$ cat config.mk
export PLATFORM = sky130hd
export DESIGN_NAME = alu_sequencer
export DESIGN_NICKNAME = d
export VERILOG_FILES = /design/src/rtl/alu_sequencer_pkg.sv /design/src/rtl/alu_sequencer_op_decode.sv /design/src/rtl/alu_sequencer.sv
export SDC_FILE = /design/constraint.sdc
export NUM_CORES = 1
export LEC_CHECK = 0
export CAP_MARGIN = 30
export CORE_ASPECT_RATIO = 0.6
export CORE_MARGIN = 10
export CORE_UTILIZATION = 23
export CTS_BUF_LIST = sky130_fd_sc_hd__clkbuf_8
export DETAILED_ROUTE_END_ITERATION = 10
export GPL_TIMING_DRIVEN = 0
export PLACE_DENSITY = 0.46
export SETUP_SLACK_MARGIN = 0.02
export SLEW_MARGIN = 20
export SYNTH_ARGS = -nofsm -noshare
export SYNTH_HDL_FRONTEND = slang
export SYNTH_SLANG_ARGS = --single-unit
$ cat constraint.sdc
create_clock -name clk -period 1.4 [get_ports clk]
set_clock_uncertainty 0.05 [all_clocks]
set_input_delay 0.28 -clock clk [delete_from_list [all_inputs] [get_ports clk]]
set_output_delay 0.28 -clock clk [all_outputs]
set_load 0.01 [all_outputs]
$ cat src/rtl/alu_sequencer_pkg.sv
// Shared definitions for the ALU sequencer: opcodes, instruction field positions,
// FSM state encoding and the decoded-opcode bundle.
package alu_sequencer_pkg;

  localparam int OPC_HI = 15;
  localparam int OPC_LO = 12;
  localparam int RA_HI  = 11;
  localparam int RA_LO  = 8;
  localparam int RB_HI  = 7;
  localparam int RB_LO  = 4;

  localparam logic [3:0] OP_NOP = 4'd0;
  localparam logic [3:0] OP_ADD = 4'd1;
  localparam logic [3:0] OP_SUB = 4'd2;
  localparam logic [3:0] OP_XOR = 4'd3;
  localparam logic [3:0] OP_MUL = 4'd4;
  localparam logic [3:0] OP_LDA = 4'd5;

  typedef enum logic [2:0] {
    ST_IDLE   = 3'd0,
    ST_LOAD_A = 3'd1,
    ST_EXEC   = 3'd2,
    ST_WRITE  = 3'd3,
    ST_DONE   = 3'd4
  } state_t;

  typedef struct packed {
    logic addsub;
    logic xor_ctrl;
    logic mul_out_ctrl;
    logic is_mul;
    logic is_lda;
    logic is_nop;
    logic illegal;
  } dec_t;

endpackage

$ cat src/rtl/alu_sequencer_op_decode.sv
// Opcode decoder: maps a 4-bit opcode to ALU control codes and sequencing flags.
// Latency: combinational. Backpressure: none, pure function of the opcode.
// Opcodes above LDA are flagged illegal with all controls low.
module alu_op_decode
  import alu_sequencer_pkg::*;
(
  input  logic [3:0] opcode,
  output dec_t       dec
);

  always_comb begin
    dec = '0;
    case (opcode)
      OP_NOP: dec.is_nop       = 1'b1;
      OP_ADD: ;
      OP_SUB: dec.addsub       = 1'b1;
      OP_XOR: dec.xor_ctrl     = 1'b1;
      OP_MUL: begin
        dec.mul_out_ctrl = 1'b1;
        dec.is_mul       = 1'b1;
      end
      OP_LDA: dec.is_lda       = 1'b1;
      default: dec.illegal     = 1'b1;
    endcase
  end

endmodule

$ cat src/rtl/alu_sequencer.sv
// ALU control sequencer: decodes one instruction per handshake and steps IDLE/LOAD_A/EXEC/WRITE/DONE.
// Latency: done at T+4 (ALU ops), T+4+MUL_WAIT (MUL), T+2 (LDA), T+1 (NOP/illegal); outputs registered.
// Backpressure: instr_ready only in IDLE; instr_valid is ignored while busy.
module alu_sequencer
  import alu_sequencer_pkg::*;
#(
  parameter int unsigned MUL_WAIT = 2
) (
  input  logic        clk,
  input  logic        rst,
  input  logic [15:0] instr,
  input  logic        instr_valid,
  output logic        instr_ready,
  output logic [3:0]  rf_addr_a,
  output logic [3:0]  rf_addr_b,
  output logic        a_enable,
  output logic        addsub,
  output logic        xor_ctrl,
  output logic        mul_out_ctrl,
  output logic        acc_enable,
  output logic        busy,
  output logic        done,
  output logic        err
);

  localparam logic [3:0] MUL_WAIT_CNT = 4'(MUL_WAIT);

  state_t      state_q, state_d;
  logic [15:4] instr_q, instr_d;
  logic [3:0]  cnt_q, cnt_d;
  dec_t        dec;
  logic        accept;
  logic        in_op;
  logic        unused_instr_bits;

  assign unused_instr_bits = ^instr[3:0];

  // Decode the word that will be held next cycle, so IDLE sees the incoming opcode.
  assign accept  = (state_q == ST_IDLE) && instr_valid;
  assign instr_d = accept ? instr[15:4] : instr_q;

  alu_op_decode u_op_decode (
    .opcode (instr_d[OPC_HI:OPC_LO]),
    .dec    (dec)
  );

  always_comb begin
    state_d = state_q;
    cnt_d   = cnt_q;
    case (state_q)
      ST_IDLE: begin
        if (accept) state_d = (dec.is_nop || dec.illegal) ? ST_DONE : ST_LOAD_A;
      end
      ST_LOAD_A: begin
        if (dec.is_lda) begin
          state_d = ST_DONE;
        end else begin
          state_d = ST_EXEC;
          cnt_d   = dec.is_mul ? MUL_WAIT_CNT : 4'd0;
        end
      end
      ST_EXEC: begin
        if (cnt_q == 4'd0) state_d = ST_WRITE;
        else               cnt_d   = cnt_q - 4'd1;
      end
      ST_WRITE: state_d = ST_DONE;
      ST_DONE:  state_d = ST_IDLE;
      default:  state_d = ST_IDLE;
    endcase
  end

  // Outputs are registered from the next state so they line up with the state they describe.
  assign in_op = (state_d == ST_EXEC) || (state_d == ST_WRITE);

  always_ff @(posedge clk) begin
    if (rst) begin
      state_q      <= ST_IDLE;
      instr_q      <= '0;
      cnt_q        <= '0;
      instr_ready  <= 1'b1;
      busy         <= 1'b0;
      rf_addr_a    <= '0;
      rf_addr_b    <= '0;
      a_enable     <= 1'b0;
      addsub       <= 1'b0;
      xor_ctrl     <= 1'b0;
      mul_out_ctrl <= 1'b0;
      acc_enable   <= 1'b0;
      done         <= 1'b0;
      err          <= 1'b0;
    end else begin
      state_q      <= state_d;
      instr_q      <= instr_d;
      cnt_q        <= cnt_d;
      instr_ready  <= (state_d == ST_IDLE);
      busy         <= (state_d != ST_IDLE);
      rf_addr_a    <= (state_d == ST_IDLE) ? 4'd0 : instr_d[RA_HI:RA_LO];
      rf_addr_b    <= (state_d == ST_IDLE) ? 4'd0 : instr_d[RB_HI:RB_LO];
      a_enable     <= (state_d == ST_LOAD_A);
      addsub       <= in_op && dec.addsub;
      xor_ctrl     <= in_op && dec.xor_ctrl;
      mul_out_ctrl <= in_op && dec.mul_out_ctrl;
      acc_enable   <= (state_d == ST_WRITE);
      done         <= (state_d == ST_DONE);
      err          <= (state_d == ST_DONE) && dec.illegal;
    end
  end

endmodule

Word level (Yosys, flattened, before mapping)
Index checks and enable logic that the tools add are counted.
- register bits: 36
- bits of input ports: 19
- output and inout bits: 17
- word-level logic and storage cells: 61
- $add $sub $neg: 1
- equality and inequality tests: 14
- mux-type cells: 16
- reduce and logical (&&, ||, !) cells: 16
- operator list (kind ; count):
    $eq 3x2->1 const B ; 4
    $mux 12 ; 1
    $mux 3 ; 4
    $pmux 3 s4 ; 1
    $eq 4x2->1 const B ; 2
    $eq 4x3->1 const B ; 2
    $logic_not 4->1 ; 2
    $mux 4 ; 2
    $pmux 4 s2 ; 1
    $eq 3x1->1 const B ; 2
    $logic_not 3->1 ; 2
    $reduce_or 6->1 ; 1
    $logic_and 1x1->1 ; 5
    $mux 1 ; 5
    $eq 4x1->1 const B ; 1
    $mux 2 ; 2
    $ne 2x2->1 const B ; 2
    $sub 4x1->4 const B ; 1
    $eq 3x3->1 const B ; 1
    $reduce_and 3->1 ; 1
    $reduce_bool 3->1 ; 1
    $logic_or 1x1->1 ; 2
    $reduce_bool 2->1 ; 1
    $reduce_or 2->1 ; 1

Logic depth before layout (Yosys ltp)
Gate-level depths: netlist (run 1).
- depth in word-level cells: 13
- depth in mapped cells: 6
- depth with buffers taken out: 6

Hierarchy
From an unflattened synthesis (run 1), not the netlist that was laid out.
- cell total of the unflattened synthesis: 130
- area, all modules: 1376.3 µm²
- by module, submodules not included (module ; instances ; cells each ; area each (µm²) ; seq. area each (µm²)):
    alu_sequencer ; 1 ; 123 ; 1311.3 ; 720.7
    alu_op_decode ; 1 ; 7 ; 65.1 ; 0.0

Least setup slack after synthesis (run 1)
OpenSTA, ideal clock, no wires.
- path kind: reg2reg
- from: reg state_q[0]
- to: reg addsub
- library setup time: 0.066 ns
- arrival time: 1.456 ns
- required time: 1.284 ns
- path slack: -0.172 ns
- stages on the path, launching flop included: 6
- path buffers: 1
- clock period less this slack: 1.572 ns
- cells stage by stage: dfxtp_1 > or4b_1 > buf_2 > nor4b_1 > o221ai_1 > nor2_1
- longest elaborated chain between the ends: 13
- elaborated cells between the ends (all ways): 27
- those cells by class: eq/ne (10); mux (10); reduce/logical (7)
- RTL lines (element ; line ; text):
    start, declared ; alu_sequencer.sv:28 ; state_t state_q, state_d;
    start signal, assigned ; alu_sequencer.sv:92 ; state_q <= state_d;
    $logic_not 3->1 ; alu_sequencer.sv:39, alu_sequencer.sv:50 ;
    $logic_and 1x1->1 ; alu_sequencer.sv:39 ; assign accept = (state_q == ST_IDLE) && instr_valid;
    $mux 12 ; alu_sequencer.sv:40 ; assign instr_d = accept ? instr[15:4] : instr_q;
    $eq 4x1->1 (tied with other cells) ; alu_sequencer_op_decode.sv:13 ; case (opcode)
    $reduce_or 6->1 (no line) ; - ;
    $mux 1 ; alu_sequencer_op_decode.sv:13 ;
    $logic_or 1x1->1 ; alu_sequencer.sv:52 ; if (accept) state_d = (dec.is_nop || dec.illegal) ? ST_DONE : ST_LOAD_A;
    $mux 3 (2 in a row) ; alu_sequencer.sv:52 ;
    $pmux 3 s4 ; alu_sequencer.sv:50 ; case (state_q)
    $eq 3x2->1 ; alu_sequencer.sv:73 ; assign in_op = (state_d == ST_EXEC) || (state_d == ST_WRITE);
    $logic_or 1x1->1 ; alu_sequencer.sv:73 ;
    $logic_and 1x1->1 (*) ; alu_sequencer.sv:100 ; addsub <= in_op && dec.addsub;
    end signal, assigned ; alu_sequencer.sv:100 ;
    end, declared ; alu_sequencer.sv:17 ; output logic addsub,
Mark *: on every way between the ends. The rest lies on a longest branch, timed or not.
A chain may end at the register's enable or synchronous reset.

Worst setup path after layout (run 1)
- from: reg state_q[1]
- to: reg addsub
The elaborated chain is that of the path after synthesis.

==> impl_metrics.csv, run 1 <==
group,metric,value,unit
finish,seq_area,737,um2
worst_setup_path,path_class,"flip-flop to flip-flop",
grt,gr-usage-met2,0.116,
finish,multi_input_area,711,um2
min_path,holdPathStages,2,
floorplan,start_util,0.244,
clock_tree,cts_buffers,5,
grt,grt_use_total,0.0796,
logic_synthesis,avgSynthCellArea,9.25,um2
sta,finalSetupViolCount,30,
clock_tree,clockBufferDepth,2,
power_and_ir_drop,finalPower,2390,uW
power_and_ir_drop,power_frac_seq,0.463,
finish,fin_nets,219,
worst_setup_path,timing.reg2reg.setup_slack,-190,ps
finish,n_antenna_cell,0,
logic_synthesis,ys_seq_area_frac,0.516,
floorplan,ios,36,
worst_setup_path,rr_startpoint,"state_q[1]",
logic_synthesis,dominantRegCellSynth,"dfxtp_1",
sta,timing.final.crit_share,1.13,
logic_synthesis,synth_area,1400,um2
detailed_routing,wl_per_cell,13.4,um
clock_tree,insertion_delay,280,ps
grt,top_usage_layer,"met2",
detailed_routing,drc_errors,0,
place,hpwl,2.71,mm
worst_setup_path,required,1570,ps
worst_setup_path,r2r_end,"addsub",
sta,fmax,0.630,GHz
logic_synthesis,ys_warn_count,0,
power_and_ir_drop,p_leak,0.000863,uW
floorplan,core_area,5730,um2
outcome,violations,"setup timing",
detailed_routing,dr.pass1.iters,4,
place,dpl_cell_area,1830,um2
logic_synthesis,synth_edf_count,0,
worst_setup_path,cp.arrival,1750,ps
power_and_ir_drop,clock_power_share,0.369,
logic_synthesis,synth_seq_cells,36,
grt,grt_use_met3,0.0328,
floorplan,fp.dieH,80.4,um
power_and_ir_drop,p_per_area,1140,nW/um2
clock_tree,cts_hold_buf,0,
clock_tree,clk_pin_slew_worst_paths,70,ps
worst_setup_path,rr_worst_depth,4,
clock_tree,h-tree-depth,2,
logic_synthesis,ys_async_sr_fraction,0,
finish,n_fill_cell,609,
power_and_ir_drop,p_sw,590,uW
detailed_routing,wl,3.75,mm
logic_synthesis,synth_most_common_cell,"dfxtp_1",
place,io_buffers,31,
grt,grt_use_met1,0.105,
clock_tree,cts.sinks,36,
place,gp_congestion,0.756,
sta,min_period,1590,ps
power_and_ir_drop,p_comb_frac,0.167,
sta,setup_ws,-187,ps
power_and_ir_drop,swShare,0.247,
detailed_routing,first_iter_violations,33,
logic_synthesis,yosys.area.top_type,"dfxtp_1",
grt,grt_max_degree,12,
logic_synthesis,syn-num-nets,171,
clock_tree,cts_tree,"done",
min_path,min-delay-start,"instr_q[7]",
detailed_routing,via_per_inst,4.30,
finish,syn_to_final_growth,49.8,%
grt,grt_overflow,0,
worst_setup_path,start_kind,"flip-flop",
logic_synthesis,synth_top_area_share,0.516,
run,cap_violations,0,
logic_synthesis,synthTopCellsByCount,"36 x dfxtp_1, 26 x nand2_1, 18 x a21oi_1, 9 x and2_1, 7 x nor2_1",
floorplan,core.rowCount,21,
place,pre_cts_ws,-976,ps
power_and_ir_drop,peakVddDrop,352,uV
worst_setup_path,crit_path_end_kind,"flip-flop",
logic_synthesis,synth_cells,151,
outcome,status,"finished, violations left",
sta,slew-limit-headroom,0.705,
detailed_routing,postRouteAntennaNets,0,
logic_synthesis,synthTopCellsByArea,"dfxtp_1 52%, nand2_1 7.0%, a21oi_1 6.5%",
clock_tree,root_buffer,"clkbuf_8",
worst_setup_path,crit_fanout,4,
power_and_ir_drop,p_int,1800,uW
grt,grt_pass1_wl,6.19,mm
grt,first_global_vias,1262,
sta,rsz0062_at_grt,"yes",
grt,antenna_found_initial,0,
finish,stdcell_area,2090,um2
sta,tns,-2800,ps
sta,maxSlewViolCount,0,
min_path,hp-class,"flip-flop to flip-flop",
finish,drive_above_1_share,0.270,
logic_synthesis,ys_types,37,
floorplan,dieWidth,121,um
sta,tightest_slew,440,ps
sta,holdWs,408,ps
detailed_routing,num_vias,1205,
floorplan,fp.dieArea,9690,um2
min_path,min_to,"instr_q[7]",
sta,hold_viol,0,
-- layout by cell type, fill, tap and decap left out, drive strengths merged, types with 2 or more instances in the layout --
cell	n
a21oi	18
clkdlybuf4s50	12
nor4	2
a21boi	3
nand2	26
and2	9
dfxtp	36
nor4b	5
nor2	7
nor2b	4
nor3	2
clkbuf	8
inv	7
or3	3
dlygate4sd2	19
nand2b	3
a21o	2
buf	13
or4	2
-- registers in the layout, summed over array words and instances, names as in the netlist --
register      count
instr_q          12
busy              1
cnt_q             4
rf_addr_b         4
a_enable          1
xor_ctrl          1
done              1
acc_enable        1
rf_addr_a         4
state_q           3
addsub            1
instr_ready       1
mul_out_ctrl      1
err               1
-- layout make-up --
type	instances	area share
sequential	36	0.352
multi-input combinational	103	0.340
timing repair buffer	42	0.180
tap	80	0.0478
clock buffer	5	0.0329
clock inverter	3	0.0185
buffer	5	0.0179
inverter	6	0.0108
-- worst max path at each step --
stage          slack (ps)        start  depth (start not counted)      endpoint
2_1_floorplan        -150   state_q[1]                          6  rf_addr_a[1]
6_report             -190   state_q[1]                          4        addsub
3_5_place_dp         -980  instr_valid                          5      cnt_q[1]
3_3_place_gp         -960  instr_valid                          5      cnt_q[1]
4_1_cts              -170   state_q[1]                          4        addsub
5_1_grt              -250   state_q[1]                          4        addsub
-- layer usage --
metal	up-vias	part of all wire
li1	617	-
met2	28	0.41
met5	-	0
met3	2	0.066
met1	558	0.51
met4	0	0.0096
-- timing repair --
item | 4_1_cts | 5_1_grt
pin swaps | 12 | 5
buffers inserted | 9 | 1
setup endpoints to repair | 51 | 33
cloned | 1 | 0
resized for setup | 43 | 9
-- worst max-delay path, stage by stage (launching register included) --
cell and delay (ps):
dfxtp_4 350, or4b_4 590, nor4b_4 260, o221ai_2 150, nor2_1 130
-- power by group through the flow --
stage / sequential (uW) / combinational, uW / clock [uW]
floorplan: 1140 / 181 / 0
global placement: 1140 / 338 / 0
global route: 1120 / 440 / 957
finish: 1110 / 401 / 885
CTS: 1110 / 386 / 907
detailed placement: 1140 / 343 / 0
-- cell families after synthesis --
logic type / after synthesis / synth area share
AOI/OAI and AO/OA: 32 / 0.144
adders and majority gates: 1 / 0.00896
buffers and inverters: 12 / 0.0439
DFF: 36 / 0.516
muxes: 1 / 0.0161
and+or+nand+nor: 69 / 0.271
-- metrics by stage --
step | utilization | cells
floorplan | - | 151
global placement | 0.319 | 262
detailed placement | 0.319 | 262
CTS | 0.359 | 279
global route | 0.365 | 280
finish | 0.365 | 280
No activity file was read; power rests on OpenSTA's default activity.
==> run 2, diff against run 1 <==
--- a/config.mk
+++ b/config.mk
@@ -14,7 +14,7 @@
 export GPL_TIMING_DRIVEN = 0
 export PLACE_DENSITY = 0.46
 export SETUP_SLACK_MARGIN = 0.02
-export SLEW_MARGIN = 20
+export SLEW_MARGIN = 25
 export SYNTH_ARGS = -nofsm -noshare
 export SYNTH_HDL_FRONTEND = slang
 export SYNTH_SLANG_ARGS = --single-unit
==> results of run 2 <==
No change in the layout: final DEF, timing and power equal those of run 1.
==> run 3, diff against run 2 <==
--- a/config.mk
+++ b/config.mk
@@ -17,4 +17,5 @@
 export SLEW_MARGIN = 25
 export SYNTH_ARGS = -nofsm -noshare
 export SYNTH_HDL_FRONTEND = slang
+export SYNTH_HIERARCHICAL = 1
 export SYNTH_SLANG_ARGS = --single-unit
==> impl_metrics.csv, run 3 <==
group,metric,value,unit
sta,tns,-16430,ps
detailed_routing,via_per_inst,4.19,
logic_synthesis,synthTopCellsByCount,"36 x dfxtp_1, 21 x nor2_1, 8 x mux2i_1, 6 x nor2b_1",
finish,drive_above_1_share,0.348,
power_and_ir_drop,p_per_area,1640,nW/um2
sta,slew-limit-headroom,0.545,
worst_setup_path,path_class,"flip-flop to flip-flop",
grt,grt_max_degree,11,
detailed_routing,dr.pass1.iters,4,
worst_setup_path,crit_fanout,4,
clock_tree,h-tree-depth,2,
grt,first_global_vias,1175,
sta,tightest_slew,681,ps
logic_synthesis,ys_types,37,
grt,antenna_found_initial,0,
logic_synthesis,synth_area,1380,um2
grt,grt_pass1_wl,6.13,mm
power_and_ir_drop,p_leak,0.000955,uW
sta,hold_viol,0,
run,cap_violations,0,
finish,layout_commonest_cell,"dfxtp_1",
detailed_routing,drc_errors,0,
clock_tree,cts_tree,"done",
outcome,status,"finished, violations left",
worst_setup_path,start_kind,"flip-flop",
floorplan,ios,36,
clock_tree,clk_pin_slew_worst_paths,70,ps
detailed_routing,num_vias,1120,
power_and_ir_drop,peakVddDrop,564,uV
logic_synthesis,synth_edf_count,0,
logic_synthesis,ys_warn_count,6,
floorplan,fp.dieH,79.9,um
grt,grt_overflow,0,
logic_synthesis,synthMuxAreaShare,0.0909,
logic_synthesis,synthTopCellsByArea,"dfxtp_1 52%, mux2i_1 5.8%, nor2_1 5.7%",
logic_synthesis,yosys.area.top_type,"dfxtp_1",
place,io_buffers,31,
finish,n_fill_cell,561,
logic_synthesis,synth_top_area_share,0.524,
sta,maxSlewViolCount,0,
detailed_routing,first_iter_violations,24,
grt,grt_use_total,0.0812,
sta,fmax,0.426,GHz
logic_synthesis,synth_seq_cells,36,
logic_synthesis,syn-num-nets,151,
finish,n_antenna_cell,0,
logic_synthesis,synth_top_family_by_area,"simple AND/OR/NAND/NOR gates",
place,hpwl,2.56,mm
floorplan,fp.dieArea,9580,um2
sta,rsz0062_at_grt,"yes",
logic_synthesis,synthSimpleGateAreaFrac,0.233,
finish,fin_nets,208,
floorplan,start_util,0.243,
logic_synthesis,dominantRegCellSynth,"dfxtp_1",
worst_setup_path,timing.reg2reg.setup_slack,-950,ps
clock_tree,root_buffer,"clkbuf_8",
logic_synthesis,synth_compound_area_frac,0.0882,
floorplan,dieWidth,120,um
logic_synthesis,avgSynthCellArea,10.6,um2
clock_tree,insertion_delay,280,ps
logic_synthesis,ys_seq_area_frac,0.524,
detailed_routing,wl_per_cell,13.7,um
sta,timing.final.crit_share,1.68,
worst_setup_path,cp.arrival,2470,ps
logic_synthesis,ys_async_sr_fraction,0,
detailed_routing,postRouteAntennaNets,0,
finish,layout_common_cells,"33 x dfxtp_1, 21 x nor2_1, 18 x dlygate4sd2_1, 13 x clkdlybuf4s50_1, 12 x buf_4",
outcome,violations,"setup timing",
detailed_routing,wl,3.65,mm
finish,top_register,"instr_q",
clock_tree,cts_buffers,5,
finish,syn_to_final_growth,62.8,%
logic_synthesis,synth-xor-area-share,0,
logic_synthesis,synth_cells,130,
sta,setup_ws,-947,ps
clock_tree,cts.sinks,36,
sta,finalSetupViolCount,34,
logic_synthesis,synth_most_common_cell,"dfxtp_1",
clock_tree,clockBufferDepth,2,
finish,stdcell_area,2240,um2
sta,min_period,2350,ps
place,gp_congestion,0.758,
worst_setup_path,required,1530,ps
floorplan,core.rowCount,21,
place,dpl_cell_area,1790,um2
min_path,hp-class,"flip-flop to flip-flop",
finish,largest_reg_flops,12,
worst_setup_path,crit_path_end_kind,"flip-flop",
floorplan,core_area,5680,um2
logic_synthesis,synth_fa_ha_area_frac,0.0182,
[run 3: per-layer routing]
| layer | up-vias | global-route usage | part of all wire |
|---|---|---|---|
| met5 | - | 0 | 0 |
| met4 | 0 | 0.0324 | 0.011 |
| met3 | 2 | 0.0261 | 0.031 |
| met2 | 16 | 0.129 | 0.46 |
| met1 | 537 | 0.100 | 0.50 |
| li1 | 565 | - | - |
[run 3: cell type report]
| type | instances | area (um2) | share of cell area |
|---|---|---|---|
| inverters | 4 | 15.0 | 0.00670 |
| clock buffers | 7 | 96.3 | 0.0430 |
| well taps | 80 | 100 | 0.0447 |
| multi-input cells | 84 | 758 | 0.338 |
| flip-flops and latches | 36 | 727 | 0.324 |
| plain buffers | 4 | 27.5 | 0.0123 |
| repair buffers | 52 | 517 | 0.231 |
[run 3: repair_timing]
| item | in CTS | in global routing |
|---|---|---|
| endpoints found under the hold margin | 0 | 0 |
| hold buffers | 0 | 0 |
| endpoints found under the setup margin | 52 | 34 |
| resized for setup | 58 | 18 |
| setup buffers | 22 | 8 |
| cloned | 1 | 0 |
| pin swaps | 10 | 9 |
[run 3: worst max-delay path, stage by stage (launching register included)]
cell      delay (ps)
dfxtp_2          340
nor4b_4          330
buf_4            190
mux2_4           310
and4bb_2         240
or4b_4           570
o211a_1          220
[run 3: final timing paths]
path / startpoint / endpoint / depth (start not counted)
worst max-delay path: state_q[1] / cnt_q[1] / 6
worst max register to register: state_q[1] / cnt_q[1] / 6
worst min register to register: cnt_q[3] / cnt_q[3] / 2
worst min-delay path: cnt_q[3] / cnt_q[3] / 2
[run 3: cell families (layout without fill, tap and decap cells)]
group,after synthesis,count (layout)
flops,36,36
buf+inv,10,67
simple gates,53,53
mux,12,12
fa+ha+maj,2,2
compound gates,17,17
[run 3: metrics by stage]
stage / util / instances / power [uW] / hold WS, ps / worst slack, ps
global placement: 0.316 / 241 / 2280 / 419 / -1550
CTS: 0.392 / 271 / 3690 / 444 / -997
floorplan: - / 130 / 1960 / 397 / -1010
finish: 0.395 / 267 / 3680 / 445 / -947
global route: 0.395 / 267 / 3890 / 481 / -1030
detailed placement: 0.316 / 241 / 2300 / 426 / -1540
[run 3: power breakdown]
| part | switching, uW | leakage [uW] | internal [uW] |
|---|---|---|---|
| clock network | 337 | 0.0000503 | 438 |
| registers | 92.9 | 0.000296 | 1190 |
| logic | 693 | 0.000609 | 925 |
